`config.mk`:
```
export PLATFORM = sky130hd
export DESIGN_NAME = wb_write_sequencer
export DESIGN_NICKNAME = d
export VERILOG_FILES = /design/src/rtl/wb_write_sequencer.sv
export SDC_FILE = /design/constraint.sdc
export NUM_CORES = 1
export LEC_CHECK = 0
export BUFFER_PORTS_ARGS = -buffer_cell sky130_fd_sc_hd__buf_2
export CAP_MARGIN = 20
export CORE_ASPECT_RATIO = 1.4
export CORE_MARGIN = 3
export CORE_UTILIZATION = 52
export DETAILED_ROUTE_END_ITERATION = 8
export PLACE_DENSITY = 0.9
export SKIP_CTS_REPAIR_TIMING = 1
export SYNTH_ARGS = -nofsm -noshare
export SYNTH_HDL_FRONTEND = slang
export SYNTH_SLANG_ARGS = --single-unit
export TNS_END_PERCENT = 10
```
`constraint.sdc`:
```
create_clock -name clk -period 2.7 [get_ports clk]
set_clock_uncertainty 0.2 [all_clocks]
set_input_delay 0.135 -clock clk [delete_from_list [all_inputs] [get_ports clk]]
set_output_delay 0.135 -clock clk [all_outputs]
set_load 0.01 [all_outputs]
```
`src/rtl/wb_write_sequencer.sv`:
```
// ============================================================================
//  Module   : wb_write_sequencer
//  Purpose  : Drives the single register-file write port from MEM/WB; scalar
//             results in one beat, matrix results as NBEATS consecutive beats.
//  Revision : 1.0 - initial release
// ============================================================================
`default_nettype none

module wb_write_sequencer #(
  parameter int NBEATS = 4,
  parameter int XLEN   = 32
) (
  input  logic                     clk,
  input  logic                     rst,
  input  logic                     wb_valid,
  input  logic [4:0]               wb_rd,
  input  logic                     wb_mem2reg,
  input  logic [1:0]               wb_w_select,
  input  logic [XLEN-1:0]          wb_mem_data,
  input  logic [XLEN-1:0]          wb_alu_o,
  input  logic [NBEATS*XLEN-1:0]   wb_matrix_o,
  output logic                     rf_we,
  output logic [4:0]               rf_waddr,
  output logic [XLEN-1:0]          rf_wdata,
  output logic                     wb_stall,
  output logic                     busy
);

  localparam int         c_CW         = (NBEATS > 1) ? $clog2(NBEATS) : 1;
  localparam logic [1:0] c_SEL_SCALAR = 2'b01;
  localparam logic [1:0] c_SEL_MATRIX = 2'b10;

  typedef enum logic [0:0] {
    IDLE  = 1'b0,
    BURST = 1'b1
  } state_t;

  state_t                   r_state;
  logic [c_CW-1:0]          r_count;
  logic [4:0]               r_rd;
  logic [NBEATS*XLEN-1:0]   r_buf;

  logic                     w_accept;
  logic [4:0]               w_beat_addr;
  logic [XLEN-1:0]          w_scalar;
  logic [XLEN-1:0]          w_words [NBEATS];

  genvar k;
  generate
    for (k = 0; k < NBEATS; k++) begin : g_words
      assign w_words[k] = r_buf[k*XLEN +: XLEN];
    end
  endgenerate

  assign busy        = (r_state == BURST);
  assign wb_stall    = busy;
  assign w_accept    = wb_valid && !wb_stall;
  // Register numbers wrap naturally in the 5-bit sum.
  assign w_beat_addr = r_rd + 5'(r_count);
  assign w_scalar    = wb_mem2reg ? wb_mem_data : wb_alu_o;

  always_ff @(posedge clk or negedge rst) begin
    if (!rst) begin
      r_state  <= IDLE;
      r_count  <= '0;
      r_rd     <= '0;
      r_buf    <= '0;
      rf_we    <= 1'b0;
      rf_waddr <= '0;
      rf_wdata <= '0;
    end else begin
      case (r_state)
        IDLE: begin
          if (w_accept && wb_w_select == c_SEL_SCALAR) begin
            rf_we    <= (wb_rd != 5'd0);
            rf_waddr <= wb_rd;
            rf_wdata <= w_scalar;
          end else if (w_accept && wb_w_select == c_SEL_MATRIX) begin
            r_buf    <= wb_matrix_o;
            r_rd     <= wb_rd;
            rf_we    <= (wb_rd != 5'd0);
            rf_waddr <= wb_rd;
            rf_wdata <= wb_matrix_o[XLEN-1:0];
            r_count  <= c_CW'(1);
            r_state  <= (NBEATS > 1) ? BURST : IDLE;
          end else begin
            rf_we <= 1'b0;
          end
        end
        BURST: begin
          rf_we    <= (w_beat_addr != 5'd0);
          rf_waddr <= w_beat_addr;
          rf_wdata <= w_words[r_count];
          if (r_count == c_CW'(NBEATS-1)) begin
            r_count <= '0;
            r_state <= IDLE;
          end else begin
            r_count <= r_count + c_CW'(1);
          end
        end
        default: begin
          r_state <= IDLE;
          r_count <= '0;
          rf_we   <= 1'b0;
        end
      endcase
    end
  end

endmodule

`default_nettype wire

```
==> results of run 1 <==
-- through the flow --
stage / area (sq um) / worst slack, ps
2_1_floorplan: 8040 / 577
3_3_place_gp: 9390 / 634
3_5_place_dp: 9390 / 572
4_1_cts: 10000 / 550
5_1_grt: 11800 / 453
6_report: 11800 / 490
-- logic make-up (layout without fill, tap and decap cells) --
family / Yosys count / after routing
buffers and inverters: 58 / 471
other: 0 / 4
xor gates and xnor gates: 4 / 4
adders and majority gates: 4 / 4
DFF: 174 / 174
and+or+nand+nor: 410 / 410
AOI/OAI and AO/OA: 78 / 78
muxes: 71 / 71
-- synthesized netlist by cell type --
| cell | n |
|---|---|
| sky130_fd_sc_hd__nand2_1 | 400 |
| sky130_fd_sc_hd__a221o_1 | 32 |
| sky130_fd_sc_hd__dfrtp_1 | 174 |
| sky130_fd_sc_hd__nor4bb_4 | 1 |
| sky130_fd_sc_hd__o211ai_1 | 1 |
| sky130_fd_sc_hd__nor2b_2 | 1 |
| sky130_fd_sc_hd__nor3b_1 | 1 |
| sky130_fd_sc_hd__buf_6 | 4 |
| sky130_fd_sc_hd__clkbuf_1 | 18 |
| sky130_fd_sc_hd__a21oi_1 | 3 |
| sky130_fd_sc_hd__mux4_2 | 32 |
| sky130_fd_sc_hd__buf_2 | 20 |
| sky130_fd_sc_hd__buf_4 | 11 |
| sky130_fd_sc_hd__a21oi_2 | 1 |
| sky130_fd_sc_hd__o31ai_1 | 1 |
| sky130_fd_sc_hd__o21ai_1 | 2 |
| sky130_fd_sc_hd__nand3b_1 | 3 |
| sky130_fd_sc_hd__nor2_1 | 1 |
| sky130_fd_sc_hd__ha_1 | 3 |
| sky130_fd_sc_hd__xor2_2 | 1 |
| sky130_fd_sc_hd__o21ai_0 | 36 |
| sky130_fd_sc_hd__a32oi_1 | 1 |
| sky130_fd_sc_hd__and3b_1 | 1 |
| sky130_fd_sc_hd__inv_1 | 5 |
| sky130_fd_sc_hd__or4_1 | 1 |
| sky130_fd_sc_hd__a211oi_1 | 1 |
| sky130_fd_sc_hd__nor3_1 | 1 |
| sky130_fd_sc_hd__xnor2_1 | 3 |
| sky130_fd_sc_hd__mux2i_1 | 39 |
| sky130_fd_sc_hd__fa_1 | 1 |
-- critical path, stage by stage (launching register included) --
cell and delay [ps]:
sky130_fd_sc_hd__dfrtp_2 500, sky130_fd_sc_hd__buf_4 250, sky130_fd_sc_hd__a21oi_4 820, sky130_fd_sc_hd__a221o_1 320
-- final cells by class --
| type | count | area (sq um) |
|---|---|---|
| multi-input cells | 567 | 3370 |
| diodes | 4 | 10.0 |
| clock buffers | 21 | 470 |
| repair buffers | 435 | 3150 |
| inverters | 5 | 18.8 |
| flip-flops and latches | 174 | 4360 |
| well taps | 192 | 240 |
| clock inverters | 10 | 138 |
| fillers | 811 | 3290 |
-- worst paths after layout --
kind / startpoint / slack (ps) / end / cells after the start
max in group asynchronous: rst / 1350 / r_buf[81] / 3
setup / recovery: busy / 490 / rf_wdata[22] / 3
hold / removal: wb_alu_o[15] / -70 / rf_wdata[15] / 4
setup reg to reg: busy / 490 / rf_wdata[22] / 3
min in group asynchronous: rst / 40 / r_buf[7] / 2
hold reg to reg: r_buf[75] / 280 / r_buf[75] / 2
-- flip-flops by register name, summed over array words and instances, names as in the netlist --
name / count
r_buf: 128
rf_wdata: 32
r_rd: 5
rf_waddr: 5
r_count: 2
busy: 1
rf_we: 1
-- routing by layer --
layer | GRT usage [%] | vias to the layer above | share of wire, %
met5 | 0 | - | 0.044
met4 | 11.8 | 2 | 7.9
met3 | 5.58 | 200 | 7.2
met2 | 46.3 | 619 | 52
met1 | 30.6 | 3890 | 33
li1 | - | 3478 | -
-- power breakdown --
part | total (mW) | switching (mW) | internal [mW]
registers | 4.55 | 0.805 | 3.75
clock network | 2.53 | 1.01 | 1.52
logic | 4.05 | 2.08 | 1.97
total | 11.1 | 3.90 | 7.24
==> run_results.csv, run 1 <==
group,metric,value,unit
outcome,outcome,"complete, but fails checks",
outcome,failed_checks,"negative hold slack",
synth,synth_top_cell_area_share,54.2,%
setup_path,critical_path.max_fanout,32,
route,detailroute.via_count,8189,
timing,hold_slack,-72.3,ps
clocking,clk_pin_slew,70,ps
global_route,global_route_wire_length_before_repair,35.4,mm
route,drt.antenna.violating_nets,0,
synth,synthSimpleGateAreaFrac,19.8,%
final_layout,final_cell_count_no_fill,1408,
place,io_buffers,242,
global_route,vias_in_the_first_global_route,7170,
run,cap_viol_max_count,0,
clocking,clock_tree_from_tritoncts,"yes",
floorplanning,floorplan.initialDensity,53.4,%
route,drt_iter0_markers,717,
floorplanning,design.die.area,17000,sq um
timing,setup_repair_after_global_routing_missed_its_margin,"no",
synth,yosys-mux-area-fraction,13.8,%
final_layout,utilization,78.1,%
timing,slew_viol_final,0,
synth,synth-adder-area-share,0.716,%
global_route,grt_start_max_net_pins,86,
setup_path,worst_setup_path_end_kind,"register",
synth,synth.cell_area,8040,sq um
floorplanning,top_level_port_count,243,
setup_path,critical_path_class,"register to register",
timing,maxClockFrequency,0.453,GHz
global_route,grt_usage,26.2,%
timing,post-route-min-period,2210,ps
synth,synth.top_cells.by_area,"sky130_fd_sc_hd__dfrtp_1 (54%), sky130_fd_sc_hd__nand2_1 (19%), sky130_fd_sc_hd__mux4_2 (9.0%)",
setup_path,cp.arrival,2370,ps
synth,postSynthNetCount,1006,
synth,post_synth.cell_area_avg,10.1,sq um
timing,post-route-period-util,81.8,%
clocking,worst_skew_pair.late_latency,430,ps
power,leakagePower,6.14,nW
timing,worst_pin_slew,1100,ps
timing,setup_violations,0,
synth,synth_top_cell_by_area,"sky130_fd_sc_hd__dfrtp_1",
setup_path,cp_data_required_time,2860,ps
clocking,cts_buffer_depth,2,
floorplanning,die_h,153,um
synth,netlist_instances,799,
clocking,clock_sink_count,174,
place,dp.cells,1198,
global_route,globalRoute.totalOverflow,0,
power,report.power.total,11.1,mW
synth,netlist-cell-type-count,30,
power,worst_ir_drop_vdd,531,uV
synth,synth_seq_cells,174,
clocking,cts_htree_levels,4,
final_layout,fraction_of_layout_instances_using_a_drive_strength_above_1,27.1,%
synth,yosys_warnings,0,
place,dp.final_hpwl,15.2,mm
power,power_per_cell_area,947,nW/um^2
route,drc_errors,0,
timing,tns,0,ps
clocking,clock_tree.root_cell,"sky130_fd_sc_hd__clkbuf_16",
route,number_of_detailed_routing_iterations_run_before_antenna_repair,6,
final_layout,layout.nets,1407,
floorplanning,core,15100,sq um
route,vias_per_cell,5.82,
floorplanning,placement_rows,53,
place,routabilityCongestion,0.845,
synth,compound_gate_fraction_of_synth_area,7.04,%
synth,ys_seq_area_share,54.2,%
final_layout,layout_common_cells,"sky130_fd_sc_hd__nand2_1 (400), sky130_fd_sc_hd__buf_2 (241), sky130_fd_sc_hd__dlygate4sd3_1 (175)",
synth,yosys.area_share.xor_xnor,0.529,%
synth,main_combinational_cell_family_by_area_after_synthesis,"simple AND/OR/NAND/NOR gates",
setup_path,crit_path_start_kind,"register",
global_route,grt_antenna_before_repair,5,
final_layout,synthesis_to_layout_area_growth,46.4,%
clocking,cts_inserted_buffers,17,
timing,final_hold_viols,12,
timing,relSlewSlack,26.6,%
route,postRouteWirelength,29.6,mm
floorplanning,die_width,111,um
hold_path,min-delay-path-class,"input pin to register",
route,routed_wirelength_normalized_by_instance_count,21.0,um
final_layout,mostFrequentLayoutCell,"sky130_fd_sc_hd__nand2_1",
Power figures use the tool's default switching activity.
==> inputs of run 2 (changes only) <==
clock period = 2.2 ns   (was 2.7 ns; I/O delays follow)
==> run_results.csv, run 2 (synthesized netlist as in run 1, its figures left out) <==
group,metric,value,unit
final_layout,mostFrequentLayoutCell,"sky130_fd_sc_hd__nand2_1",
route,number_of_detailed_routing_iterations_run_before_antenna_repair,5,
floorplanning,floorplan.initialDensity,53.4,%
timing,post-route-min-period,1990,ps
power,power_per_cell_area,1160,nW/um^2
timing,hold_slack,-75.6,ps
global_route,global_route_wire_length_before_repair,35.0,mm
timing,relSlewSlack,27.0,%
outcome,failed_checks,"negative hold slack",
setup_path,worstPathCellList,"buf_12 > mux4_2 > a221o_1",
final_layout,final_cell_count_no_fill,1420,
setup_path,cpPeakStageDelay,570,ps
global_route,vias_in_the_first_global_route,7028,
final_layout,fraction_of_layout_instances_using_a_drive_strength_above_1,27.1,%
timing,setup_violations,0,
final_layout,largest_registers,"r_buf (128), rf_wdata (32)",
power,report.power.total,13.9,mW
setup_path,crit_path_top_delay_cell,"sky130_fd_sc_hd__mux4_2",
setup_path,cp_data_required_time,2290,ps
route,drt.antenna.violating_nets,0,
route,vias_per_cell,5.86,
final_layout,layout_common_cells,"sky130_fd_sc_hd__nand2_1 (400), sky130_fd_sc_hd__buf_2 (241), sky130_fd_sc_hd__dlygate4sd3_1 (184)",
place,dp.final_hpwl,15.2,mm
clocking,cts_htree_levels,4,
setup_path,endpoint,"rf_wdata[25]",
clocking,clock_tree_from_tritoncts,"yes",
floorplanning,core,15100,sq um
global_route,globalRoute.totalOverflow,0,
route,drt_iter0_markers,879,
global_route,grt_start_max_net_pins,82,
floorplanning,design.die.area,17000,sq um
setup_path,critical_path_class,"register to register",
place,dp.cells,1199,
final_layout,largest_reg_flops,128,
floorplanning,die_width,111,um
route,routed_wirelength_normalized_by_instance_count,21.3,um
setup_path,worst_setup_path_end_kind,"register",
final_layout,layout.nets,1417,
timing,worst_pin_slew,1090,ps
setup_path,reg2reg_depth,3,
floorplanning,placement_rows,53,
final_layout,fillers,778,
setup_path,crit_start,"r_count[0]",
timing,tns,0,ps
route,detailroute.via_count,8322,
setup_path,worstReg2RegEnd,"rf_wdata[25]",
hold_path,min-delay-path-class,"input pin to register",
clocking,clock_sink_count,174,
clocking,clock_tree.root_cell,"sky130_fd_sc_hd__clkbuf_16",
final_layout,synthesis_to_layout_area_growth,48.4,%
power,leakagePower,6.20,nW
timing,setup_repair_after_global_routing_missed_its_margin,"no",
floorplanning,die_h,153,um
timing,maxClockFrequency,0.504,GHz
route,drc_errors,0,
place,io_buffers,242,
floorplanning,top_level_port_count,243,
clocking,cts_inserted_buffers,17,
place,routabilityCongestion,0.871,
global_route,grt_antenna_before_repair,2,
outcome,outcome,"complete, but fails checks",
timing,slew_viol_final,0,
timing,post-route-period-util,90.2,%
final_layout,regArea,4360,sq um
run,cap_viol_max_count,0,
setup_path,critical_path.max_fanout,35,
timing,final_hold_viols,7,
final_layout,register_ranked_first_by_flip_flop_count,"r_buf",
setup_path,crit_path_start_kind,"register",
clocking,worst_skew_pair.late_latency,420,ps
route,postRouteWirelength,30.2,mm
hold_path,min_delay_path_depth,4,
power,worst_ir_drop_vdd,742,uV
global_route,grt_usage,25.7,%
clocking,cts_buffer_depth,2,
setup_path,worstReg2RegStart,"r_count[0]",
setup_path,cp.arrival,2080,ps
final_layout,total_area_of_multi_input_combinational_cells,3370,sq um
clocking,clk_pin_slew,70,ps
setup_path,regToRegSetupSlack,210,ps
run 2: changes by cell type in the layout (fill, tap and decap cells not counted):
cell,change
sky130_fd_sc_hd__diode_2,+1
sky130_fd_sc_hd__bufinv_16,+1
sky130_fd_sc_hd__buf_12,+3
sky130_fd_sc_hd__dlygate4sd3_1,+9
sky130_fd_sc_hd__inv_6,+3
sky130_fd_sc_hd__clkinv_2,-1
sky130_fd_sc_hd__clkinvlp_4,-1
sky130_fd_sc_hd__clkbuf_8,-3
sky130_fd_sc_hd__inv_8,+2
sky130_fd_sc_hd__buf_4,-2
run 2: metrics by stage:
step	worst slack (ps)	instance area, sq um	util, %
floorplan	77.3	8040	-
global placement	330	9440	62.7
detailed placement	299	9440	62.7
CTS	260	10100	66.9
global route	155	11900	79.2
finish	215	11900	79.2
run 2: layout make-up:
class | instances | area share (%)
sequential | 174 | 36.5
timing repair buffer | 445 | 27.6
clock inverter | 14 | 1.71
multi-input combinational | 567 | 28.3
tap | 192 | 2.01
antenna | 5 | 0.105
clock buffer | 18 | 3.60
inverter | 5 | 0.157
run 2: how the worst min path moves through the flow:
stage	start	to	slack [ps]
2_1_floorplan	rst	busy	-390
3_3_place_gp	rst	rf_wdata[8]	-60
3_5_place_dp	rst	rf_wdata[8]	-50
4_1_cts	rst	rf_wdata[8]	-500
5_1_grt	wb_alu_o[18]	rf_wdata[18]	-40
6_report	wb_alu_o[18]	rf_wdata[18]	-80
run 2: power breakdown:
group / internal (mW) / switching (mW) / leakage (nW)
registers: 4.59 / 0.992 / 2.18
logic: 2.44 / 2.57 / 3.72
clock network: 1.93 / 1.36 / 0.309
total: 8.97 / 4.92 / 6.20
run 2: worst max-delay path: cells and delay by family (launching register included):
kind / cells / cell delay (ps)
AOI/OAI and AO/OA: 1 / 390
DFF: 1 / 390
buffers and inverters: 1 / 280
muxes: 1 / 570
run 2: layer usage:
metal | vias up | part of all wire (%) | track usage, %
met3 | 202 | 6.6 | 4.91
met1 | 3991 | 32 | 30.6
met2 | 626 | 53 | 46.0
met5 | - | 0 | 0
met4 | 0 | 8.1 | 10.1
li1 | 3503 | - | -
